===== src/rtl/alu_issue_stage.sv =====
// alu_issue_stage: register-file operand fetch, ALU handoff and writeback.
// Build option FORWARD_EN: bypass alu_result on RAW hazards instead of stalling.
module alu_issue_stage #(
  parameter int ALU_WIDTH = 16,
  parameter int NUM_REGS  = 16,
  localparam int ADDR_W   = $clog2(NUM_REGS)
) (
  input  logic                 clk,
  input  logic                 rst,
  input  logic                 in_valid,
  output logic                 in_ready,
  input  logic [3:0]           in_opcode,
  input  logic [ADDR_W-1:0]    in_rs1_addr,
  input  logic [ADDR_W-1:0]    in_rs2_addr,
  input  logic [ADDR_W-1:0]    in_rd_addr,
  output logic [ALU_WIDTH-1:0] alu_rs1,
  output logic [ALU_WIDTH-1:0] alu_rs2,
  output logic [3:0]           alu_opcode,
  input  logic [ALU_WIDTH-1:0] alu_result,
  output logic                 wb_valid,
  output logic [ADDR_W-1:0]    wb_addr,
  output logic [ALU_WIDTH-1:0] wb_data,
  output logic                 wb_illegal,
  input  logic [ADDR_W-1:0]    dbg_addr,
  output logic [ALU_WIDTH-1:0] dbg_data
);

  function automatic logic legal(input logic [3:0] op);
    case (op)
      4'h0, 4'h8, 4'h1, 4'h2, 4'h3,
      4'h4, 4'h5, 4'hD, 4'h6, 4'h7: legal = 1'b1;
      default:                      legal = 1'b0;
    endcase
  endfunction

  logic [ALU_WIDTH-1:0] rf_q [NUM_REGS];

  logic                 ex_valid_q;
  logic [ADDR_W-1:0]    ex_rd_q;
  logic [ALU_WIDTH-1:0] rs1_q, rs2_q;
  logic [ALU_WIDTH-1:0] rs1_d, rs2_d;
  logic [3:0]           op_q;

  logic                 wb_valid_q;
  logic                 wb_ill_q;
  logic [ADDR_W-1:0]    wb_addr_q;
  logic [ALU_WIDTH-1:0] wb_data_q;

  logic                 ex_wr;
  logic                 hz1, hz2;
  logic                 ready;
  logic                 accept;
  logic [ALU_WIDTH-1:0] rf_rs1, rf_rs2;

  assign ex_wr = ex_valid_q && (ex_rd_q != '0) && legal(op_q);
  assign hz1   = ex_wr && (in_rs1_addr == ex_rd_q);
  assign hz2   = ex_wr && (in_rs2_addr == ex_rd_q);

  assign rf_rs1 = (in_rs1_addr == '0) ? '0 : rf_q[in_rs1_addr];
  assign rf_rs2 = (in_rs2_addr == '0) ? '0 : rf_q[in_rs2_addr];

  always_comb begin
    rs1_d = rf_rs1;
    rs2_d = rf_rs2;
    ready = 1'b1;
`ifdef FORWARD_EN
    if (hz1) rs1_d = alu_result;
    if (hz2) rs2_d = alu_result;
`else
    ready = !(hz1 || hz2);
`endif
  end

  assign accept = in_valid && ready;

  // the write lands on the same edge that issues the next instruction
  always_ff @(posedge clk or posedge rst) begin
    if (rst) begin
      for (int i = 0; i < NUM_REGS; i++) rf_q[i] <= '0;
    end else if (ex_wr) begin
      rf_q[ex_rd_q] <= alu_result;
    end
  end

  always_ff @(posedge clk or posedge rst) begin
    if (rst) begin
      ex_valid_q <= 1'b0;
      ex_rd_q    <= '0;
      rs1_q      <= '0;
      rs2_q      <= '0;
      op_q       <= '0;
    end else begin
      ex_valid_q <= accept;
      if (accept) begin
        ex_rd_q <= in_rd_addr;
        rs1_q   <= rs1_d;
        rs2_q   <= rs2_d;
        op_q    <= in_opcode;
      end
    end
  end

  always_ff @(posedge clk or posedge rst) begin
    if (rst) begin
      wb_valid_q <= 1'b0;
      wb_addr_q  <= '0;
      wb_data_q  <= '0;
      wb_ill_q   <= 1'b0;
    end else begin
      wb_valid_q <= ex_valid_q;
      if (ex_valid_q) begin
        wb_addr_q <= ex_rd_q;
        wb_data_q <= alu_result;
        wb_ill_q  <= !legal(op_q);
      end
    end
  end

  assign in_ready   = ready;
  assign alu_rs1    = rs1_q;
  assign alu_rs2    = rs2_q;
  assign alu_opcode = op_q;
  assign wb_valid   = wb_valid_q;
  assign wb_addr    = wb_addr_q;
  assign wb_data    = wb_data_q;
  assign wb_illegal = wb_ill_q;
  assign dbg_data   = (dbg_addr == '0) ? '0 : rf_q[dbg_addr];

endmodule


===== config.mk =====
export PLATFORM = sky130hd
export DESIGN_NAME = alu_issue_stage
export DESIGN_NICKNAME = d
export VERILOG_FILES = /design/src/rtl/alu_issue_stage.sv
export SDC_FILE = /design/constraint.sdc
export NUM_CORES = 1
export LEC_CHECK = 0
export BUFFER_PORTS_ARGS = -buffer_cell sky130_fd_sc_hd__buf_4
export CAP_MARGIN = 20
export CORE_ASPECT_RATIO = 0.75
export CORE_UTILIZATION = 45
export CTS_CLUSTER_DIAMETER = 100
export DETAILED_ROUTE_END_ITERATION = 10
export HOLD_SLACK_MARGIN = 0.02
export SLEW_MARGIN = 20
export SYNTH_ARGS = -nofsm -noshare
export SYNTH_HDL_FRONTEND = slang
export SYNTH_SLANG_ARGS = --single-unit

===== constraint.sdc =====
create_clock -name clk -period 9.5 [get_ports clk]
set_input_delay 0.95 -clock clk [delete_from_list [all_inputs] [get_ports clk]]
set_output_delay 0.95 -clock clk [all_outputs]
set_load 0.01 [all_outputs]

# After elaboration in Yosys (flattened, before gate mapping)

Memory sizes are Yosys's and may differ from the RTL's.
Cells that the tools add are included.

Output and inout bits: 75
Bits of input ports: 39
Bits in writable memories: 0
Bits in read-only memories: 32
Memories: 2
Logic and storage cells: 67
Bits in registers: 319
Latch bits: 0

Memory list:

| name             | words | width | rd ports | clocked after Yosys merged registers in | write ports | RTL line | source |
|---|---|---|---|---|---|---|---|
| (name not given) | 16    | 1     | 1        | 0                                       | 0           | 29       | `case (op)` |
| (name not given) | 16    | 1     | 1        | 0                                       | 0           | 29       |  |

Shifts and indexed selects: 0
Add/sub/neg operators: 0
Equal/unequal tests: 2
$mul: 0
Mux-type cells: 16
Div/mod/pow operators: 0
Reduce and logical (&&, ||, !) cells: 13
Bitwise operators: 4
Magnitude comparators: 5

Operator list:

| operator             | count |
|---|---|
| $bwmux W256          | 1 |
| $bmux W16 S4         | 3 |
| $mux W16             | 10 |
| $demux W16 S4        | 1 |
| $ge A5 B5 Y1 const B | 4 |
| $not A4 Y5           | 4 |
| $logic_not A4 Y1     | 3 |
| $eq A4 B4 Y1         | 2 |
| $logic_and A1 B1 Y1  | 6 |
| $lt A5 B1 Y1 const B | 1 |
| $reduce_bool A4 Y1   | 1 |
| $logic_not A1 Y1     | 2 |
| $logic_or A1 B1 Y1   | 1 |
| $mux W1              | 1 |

# Longest topological paths before layout

Gate-level depths: netlist of run 1.

Depth after elaboration: 7
Depth in mapped cells: 9
Gate-level depth less buffers: 5

# Worst setup path after synthesis of run 1

Ideal clock, no wire load.

Path kind: input to output
Start point: input port dbg_addr[0]
End point: output port dbg_data[0]
Stages: 5
Buffers on the path: 2
Slack: 6.251 ns
Arrival: 2.299 ns
Data required time: 8.550 ns
Path through: buf_4 buf_2 mux4_2 a211oi_1 a211oi_1

Word-level cells in the longest chain between the ends: 5
Elaborated cells between the ends (all ways): 6
Those cells by class: mux: 4; bitwise: 1; reduce/logical: 1

Ends and longest elaborated chain:

| what                                        | RTL line | source |
|---|---|---|
| start, declared                             | 24       | `input logic [ADDR_W-1:0] dbg_addr,` |
| $not A4 Y5 (not written as such)            | 127      | `assign dbg_data = (dbg_addr == '0) ? '0 : rf_q[dbg_addr];` |
| $bmux W16 S4                                | 127      |  |
| $mux W16 (not written as such) (2 in a row) | 127      |  |
| $mux W16 *                                  | 127      |  |
| end, declared                               | 25       | `output logic [ALU_WIDTH-1:0] dbg_data` |

Every way passes the cells marked *; elsewhere a longest branch is shown, timed or not. The select of a mux whose other input is x is not followed.

# Worst setup path in the final report of run 1

Start point: input port dbg_addr[0]
End point: output port dbg_data[15]

Same word-level chain as after synthesis.

==> results by group, run 1 <==
Setup path
  • CP Capture Type: output port
  • Crit-path most repeated cell: buf_4
  • Crit Path Max Fanout: 44
  • CP top delay family: buffers and inverters
  • Critical Path RT: 8.55 ns
  • Crit Path Class: in2out
  • Slowest stage delay, CP: 0.76 ns
  • Worst EP arrival: 3.49 ns
  • R2R depth: 6
  • Reg-to-Reg End: rf_q[91]
  • R2R Setup Slk: 6.80 ns
  • Bufs and invs on worst path: 3
  • CP Cell Sequence: buf_4 > buf_4 > mux4_2 > nor2b_1 > a211oi_1 > a211oi_1 > buf_4
  • Reg2reg start: alu_opcode[2]
  • Crit start category: primary input
  • Crit-path slowest cell: buf_4

Drt
  • # DRC: 0
  • Wirelength per Cell: 30.01 um
  • Post-route ant nets: 0
  • Total Routed Length: 55.20 mm
  • Avg Vias per Cell: 6.551
  • Detailed Routing Iterations Pass 1: 5
  • Vias: 12050
  • Number of DRC markers in iteration 0: 1149

Timing
  • Setup Skew: 0.02448 ns
  • Max Fclk: 225.5 MHz
  • Setup ws final: 5.065 ns
  • Tightest Pin Transition: 1.109 ns
  • Final hold vios: 0
  • Count of final setup violators: 0
  • Min cycle time layout: 4.435 ns
  • Slew Limit Headroom: 0.2540
  • Final TNS setup: 0 ns
  • Slew Viols, Final: 0
  • RSZ-0062 raised after global routing: no
  • Tcrit/Tclk final: 0.4669

Layout
  • Cell area after layout: 20420 um2
  • Final nets: 1334
  • Syn-to-layout area delta: 11.19%
  • Number of diodes: 0
  • Share of cells above drive strength 1: 0.5087
  • Fill count: 3390
  • FF/Latch Area: 7983 um2
  • Area of the multi-input gates: 9608 um2

Power and ir drop
  • Max VDD drop: 0.1105 mV
  • P_sw: 1.894 mW
  • Clock share of power: 0.235
  • Cell Pwr Density: 288.4 nW/um2
  • Comb pwr share: 0.334
  • Sequential power share: 0.431
  • Leakage: 8.460 nW
  • Cell Int Power: 3.996 mW
  • Final Power: 5.890 mW
  • Net Sw Frac: 0.3216

Hold path
  • Hold Crit Depth: 0
  • Hold Crit Endpoint: rf_q[240]
  • Hold Crit Class: reg2reg
  • HP Start: rf_q[240]

Floorplanning
  • Die area: 41630 um2
  • Initial Utilization: 0.4604
  • Core Region: 39890 um2
  • Rows: 63
  • Die width: 235.3 um
  • Die height: 176.9 um
  • IO Count: 114

Clock tree
  • Worst-skew pair later-pin latency: 0.54 ns
  • Post-CTS setup buffer count: 0
  • Clock root buffer: clkbuf_16
  • Clock buffer depth: 3
  • CTS tree: yes
  • Clock transition at the registers of the reported paths: 0.06 ns
  • Post-CTS Resized: 0
  • H-tree depth: 2
  • Post-CTS Hold Buffers: 0
  • TritonCTS buffer count: 35
  • Clock Sinks: 319

Placement
  • Dpl ws: 4.965 ns
  • # port buffers: 113
  • Final HPWL DP: 32.81 mm
  • RePlAce Congestion: 0.8181
  • Placed instance area: 19290 um2

Status
  • Outcome: finished, final reports clean

Logic synthesis
  • Mapped Cells: 1272
  • Count of cell types in the netlist: 47
  • Syn_nets: 1311
  • Synthesized cell area: 18360 um2
  • Avg Inst Size Synth: 14.44 um2
  • Register area share after synthesis: 0.4347
  • Yosys reg bits: 319
  • Ys Warns: 0

Global route
  • GRT Residual Overflow: 0
  • Initial antenna violation count: 2
  • Largest net degree at the start of global routing: 168
  • GRT Util Overall: 0.2707
  • Vias in the first global route: 12170
  • Global-route wire length before repair: 82.90 mm

Job
  • Max_cap viols: 0
## cell families (layout without fill, tap and decap cells)
| kind of cell | Yosys count | in the layout | synth area share |
|---|---|---|---|
| AO/OA/AOI/OAI | 163 | 163 | 0.06909 |
| XOR/XNOR | 9 | 9 | 0.004292 |
| flip-flops | 319 | 319 | 0.4347 |
| AND/OR/NAND/NOR | 87 | 87 | 0.03284 |
| buffers and inverters | 151 | 198 | 0.04333 |
| multiplexers | 543 | 543 | 0.4158 |
## layout by cell type (no fill, tap or decap), types with 8 or more instances in the layout
cell type,n
o31ai_1,30
mux2_4,48
a22oi_1,30
nand2_2,8
mux2i_1,81
nor2b_1,52
dfrtp_1,319
clkbuf_16,35
a211oi_1,32
mux2_2,283
mux4_2,128
a221oi_1,32
buf_4,133
o211ai_1,30
clkinv_2,11
## power by group through the flow
stage / registers [mW] / clock network (mW) / logic, mW
finish: 2.54 / 1.39 / 1.97
global route: 2.62 / 1.47 / 2.11
CTS: 2.51 / 1.42 / 1.97
detailed placement: 2.53 / 0 / 1.96
global placement: 2.51 / 0 / 1.92
floorplan: 2.35 / 0 / 1.50
## state kept, by name, indices dropped and copies added, names as in the netlist
register	count
wb_illegal	1
wb_addr	4
alu_rs2	16
alu_opcode	4
rf_q	256
ex_rd_q	4
wb_data	16
alu_rs1	16
ex_valid_q	1
wb_valid	1
## area by class of cell
| class | count | share of cell area |
|---|---|---|
| timing repair buffer | 135 | 0.05086 |
| sequential | 319 | 0.3909 |
| clock buffer | 44 | 0.04700 |
| multi-input combinational | 802 | 0.4705 |
| tap | 520 | 0.03186 |
| clock inverter | 17 | 0.008272 |
| inverter | 2 | 0.0005515 |
## Yosys cell counts (all sizes together)
| cell | number | area share |
|---|---|---|
| and4b | 1 | 0.00055 |
| a221oi | 32 | 0.015 |
| a22oi | 30 | 0.012 |
| o31ai | 30 | 0.012 |
| o21ai | 3 | 0.0010 |
| o311ai | 2 | 0.00095 |
| nand3 | 4 | 0.0025 |
| buf | 76 | 0.027 |
| nor2b | 54 | 0.019 |
| clkbuf | 73 | 0.016 |
| mux4 | 128 | 0.16 |
| and4 | 1 | 0.00048 |
| nand2b | 2 | 0.00068 |
| mux2 | 334 | 0.21 |
| nor3b | 1 | 0.0010 |
| nor4 | 3 | 0.0014 |
| and2 | 2 | 0.00068 |
| a211oi | 32 | 0.013 |
| nand4b | 1 | 0.0013 |
| or3 | 1 | 0.00034 |
| a21oi | 2 | 0.00055 |
| dfrtp | 319 | 0.43 |
| and3 | 1 | 0.00034 |
| nand2 | 12 | 0.0035 |
| nor2 | 3 | 0.00075 |
| nor3 | 1 | 0.00055 |
| a41oi | 1 | 0.00048 |
| o31a | 1 | 0.00095 |
| o211ai | 30 | 0.012 |
| xor2 | 5 | 0.0024 |
| inv | 2 | 0.00041 |
| mux2i | 81 | 0.044 |
| xnor2 | 4 | 0.0019 |
## worst max path at each step
stage	start	end	slack, ns	cells after the start
floorplan	rst	alu_opcode[0]	4.30	1
global placement	dbg_addr[0]	dbg_data[15]	5.02	7
detailed placement	dbg_addr[0]	dbg_data[15]	4.96	7
CTS	dbg_addr[0]	dbg_data[15]	4.96	7
global route	dbg_addr[0]	dbg_data[15]	4.86	7
finish	dbg_addr[0]	dbg_data[15]	5.06	7
## routing by layer
layer  up-vias  wire length (um)  part of all wire  global-route usage
met4         0              1137             0.021             0.06427
met3        95              5358             0.097             0.07860
met1      6402             24830              0.45              0.3951
met5         -                 0                 0                   0
li1       5006                 -                 -                   -
met2       545             23870              0.43              0.3966
## stage by stage
| stage | cells | utilization | hold slack (ns) |
|---|---|---|---|
| 2_1_floorplan | 1272 | - | 0.3519 |
| 3_3_place_gp | 1778 | 0.4837 | 0.3612 |
| 3_5_place_dp | 1778 | 0.4837 | 0.3635 |
| 4_1_cts | 1839 | 0.5120 | 0.3769 |
| 5_1_grt | 1839 | 0.5120 | 0.3897 |
| 6_report | 1839 | 0.5120 | 0.3736 |
Note: power is estimated with default switching activity, not from simulation.
==> run 2, diff against run 1 <==
--- a/config.mk
+++ b/config.mk
@@ -5,6 +5,7 @@
 export SDC_FILE = /design/constraint.sdc
 export NUM_CORES = 1
 export LEC_CHECK = 0
+export ABC_AREA = 1
 export BUFFER_PORTS_ARGS = -buffer_cell sky130_fd_sc_hd__buf_4
 export CAP_MARGIN = 20
 export CORE_ASPECT_RATIO = 0.75
==> constraint.sdc (replaced) <==
create_clock -name clk -period 3.8 [get_ports clk]
set_input_delay 0.38 -clock clk [delete_from_list [all_inputs] [get_ports clk]]
set_output_delay 0.38 -clock clk [all_outputs]
set_load 0.01 [all_outputs]
==> run 2 against run 1 <==
Critical endpoint is now dbg_data[6]; highest routed layer unchanged; power grew to 2.5 times the previous value; largest cell class unchanged; global-route usage is 8.2 points higher; clock power grew to 2.6 times the previous value; final area is 8.2% higher; largest power group unchanged; clock-buffer cell count is 7 higher.
==> results by group, run 2 <==
Placement
  • Placed cell count: 3572
  • Final HPWL DP: 48.51 mm
  • Dpl ws: 0.9785 ns
  • # port buffers: 113
  • RePlAce Congestion: 1.025

Layout
  • Largest register FFs: 256
  • Share of cells above drive strength 1: 0.08295
  • Area of the multi-input gates: 9472 um2
  • Number of diodes: 0
  • Fill count: 4406
  • Syn-to-layout area delta: 11.52%
  • Final std cells w/o fill: 3640
  • Final nets: 3074
  • Highest-count cells in the layout ignoring fill and taps: 1154 x nand2_1, 436 x nand3_1, 390 x o21ai_0
  • Layout Utilization: 0.5094
  • Largest Register: rf_q
  • Commonest non-fill, non-tap cell in the layout: nand2_1
  • FF/Latch Area: 7983 um2

Logic synthesis
  • Mapped Cells: 3076
  • Syn_nets: 3115
  • Yosys reg bits: 319
  • Post-synth EDFFs: 0
  • Main flop type after synthesis: dfrtp_1
  • Post-synth ARST share: 1.000
  • Synthesized cell area: 19800 um2
  • Synth cell count leaders: 1154 x nand2_1, 436 x nand3_1, 390 x o21ai_0
  • Count of cell types in the netlist: 22
  • Top-area cell type share of the netlist area: 0.4031
  • Ys Warns: 0
  • Cell taking the most area after synthesis: dfrtp_1
  • Avg Inst Size Synth: 6.438 um2
  • Most common cell in the netlist: nand2_1
  • Register area share after synthesis: 0.4031
  • Top cells by area, synth: dfrtp_1 40%, nand2_1 22%, nand3_1 11%, o21ai_0 9.9%, inv_1 6.3%

Setup path
  • Crit-path slowest cell: a21oi_1
  • Crit start category: primary input
  • CP Capture Type: output port
  • Crit Path Max Fanout: 64
  • Critical Path RT: 3.42 ns
  • Crit Path Class: in2out
  • Slowest stage delay, CP: 0.57 ns
  • Crit-path most repeated cell: nand2_1
  • Worst EP arrival: 2.59 ns
  • CP Cell Sequence: buf_4 > inv_2 > buf_12 > a21oi_1 > o21ai_0 > nand2_1 > nand2_1 > nand2_1 > inv_1 > a21oi_1 > buf_4

Drt
  • Vias: 20850
  • Detailed Routing Iterations Pass 1: 10
  • Total Routed Length: 79.01 mm
  • # DRC: 0
  • Number of DRC markers in iteration 0: 2932
  • Wirelength per Cell: 21.70 um
  • Avg Vias per Cell: 5.727
  • Post-route ant nets: 0

Clock tree
  • Clock transition at the registers of the reported paths: 0.06 ns
  • Clock Sinks: 319
  • Worst-skew pair later-pin latency: 0.56 ns
  • TritonCTS buffer count: 36
  • Clock root buffer: clkbuf_16
  • Post-CTS setup buffer count: 0
  • Clock buffer depth: 3
  • H-tree depth: 2
  • CTS tree: yes

Hold path
  • Hold Crit Class: in2reg

Timing
  • Final TNS setup: 0 ns
  • RSZ-0062 raised after global routing: no
  • Tcrit/Tclk final: 0.7820
  • Min cycle time layout: 2.971 ns
  • Count of final setup violators: 0
  • Setup Skew: 0.01931 ns
  • Tightest Pin Transition: 0.9989 ns
  • Slew Viols, Final: 0
  • Max Fclk: 336.5 MHz
  • Final hold vios: 0
  • Setup ws final: 0.8286 ns
  • Slew Limit Headroom: 0.3317

Status
  • Outcome: finished, final reports clean

Global route
  • GRT Util Overall: 0.3530
  • Vias in the first global route: 19180
  • Initial antenna violation count: 1
  • GRT Residual Overflow: 0
  • Largest net degree at the start of global routing: 130
  • Global-route wire length before repair: 119.6 mm

Power and ir drop
  • Leakage: 11.95 nW
  • Final Power: 14.79 mW
  • Max VDD drop: 0.3798 mV
  • Cell Pwr Density: 669.5 nW/um2

Floorplanning
  • Rows: 66
  • Initial Utilization: 0.4568
  • Die width: 244.2 um
  • IO Count: 114
  • Core Region: 43350 um2
  • Die area: 44860 um2
  • Die height: 183.7 um

Job
  • Max_cap viols: 0
-- run 2: cell types whose count changed in the layout (fill, tap and decap cells not counted), moves of 48 or more --
cell     previous run  this run
o21ai_0             2       390
nand3_1             2       436
nor2b_1            52         0
mux4_2            128         0
inv_1               1       328
mux2i_1            81         0
nand2_1             4      1154
a21oi_1             2       144
mux2_2            283         0
mux2_4             48         0
-- run 2: path summary, 6_finish.rpt --
path / to / slack (ns) / start / cells past startpoint
setup / recovery: dbg_data[6] / 0.83 / dbg_addr[1] / 11
hold / removal: alu_opcode[2] / 0.05 / in_opcode[2] / 3
setup reg to reg: rf_q[152] / 1.48 / ex_rd_q[1] / 6
hold reg to reg: wb_valid / 0.38 / ex_valid_q / 0
max in group asynchronous: rf_q[252] / 2.31 / rst / 4
min in group asynchronous: wb_data[11] / 0.57 / rst / 3
-- run 2: cell type report --
class	count	area share
inverters	341	0.05852
clock inverters	14	0.006175
well taps	578	0.03274
repair buffers	164	0.06345
flip-flops and latches	319	0.3614
clock buffers	51	0.04883
multi-input cells	2173	0.4288
-- run 2: metrics by stage --
| step | cell area (um2) | hold WS (ns) |
|---|---|---|
| after floorplan | 19810 | 0.3537 |
| after global placement | 20840 | 0.3611 |
| after detailed placement | 20840 | 0.3599 |
| after CTS | 22090 | 0.03092 |
| after global routing | 22090 | 0.06219 |
| final | 22090 | 0.04527 |
-- run 2: per-layer routing --
layer	part of all wire	vias to the layer above	wire length, um	GRT usage
li1	-	9639	-	-
met1	0.43	9691	34040	0.5144
met2	0.40	1323	31960	0.5020
met3	0.13	195	10120	0.08393
met4	0.037	0	2884	0.1353
met5	0	-	0	0
-- run 2: logic make-up (layout without fill, tap and decap cells) --
| family | count (synthesis) | after routing | synth area share |
|---|---|---|---|
| flops | 319 | 319 | 0.4031 |
| compound gates | 541 | 541 | 0.1371 |
| buf+inv | 584 | 570 | 0.1195 |
| simple gates | 1632 | 1632 | 0.3403 |
-- run 2: timing repair --
| item | 4_1_cts | 5_1_grt |
|---|---|---|
| gates resized for setup | 0 | 0 |
| hold buffers | 3 | 0 |
| endpoints found under the hold margin | 28 | 0 |
-- run 2: critical path, delay by kind of cell --
family          cells  cell delay [ns]
buf+inv             5             1.10
simple gates        3             0.22
compound gates      3             0.83
-- run 2: where the power goes --
group	switching (mW)	total (mW)	internal (mW)
Clock	1.54	3.66	2.12
Sequential	0.990	5.81	4.82
Combinational	3.47	5.31	1.84
Total	6.00	14.8	8.79
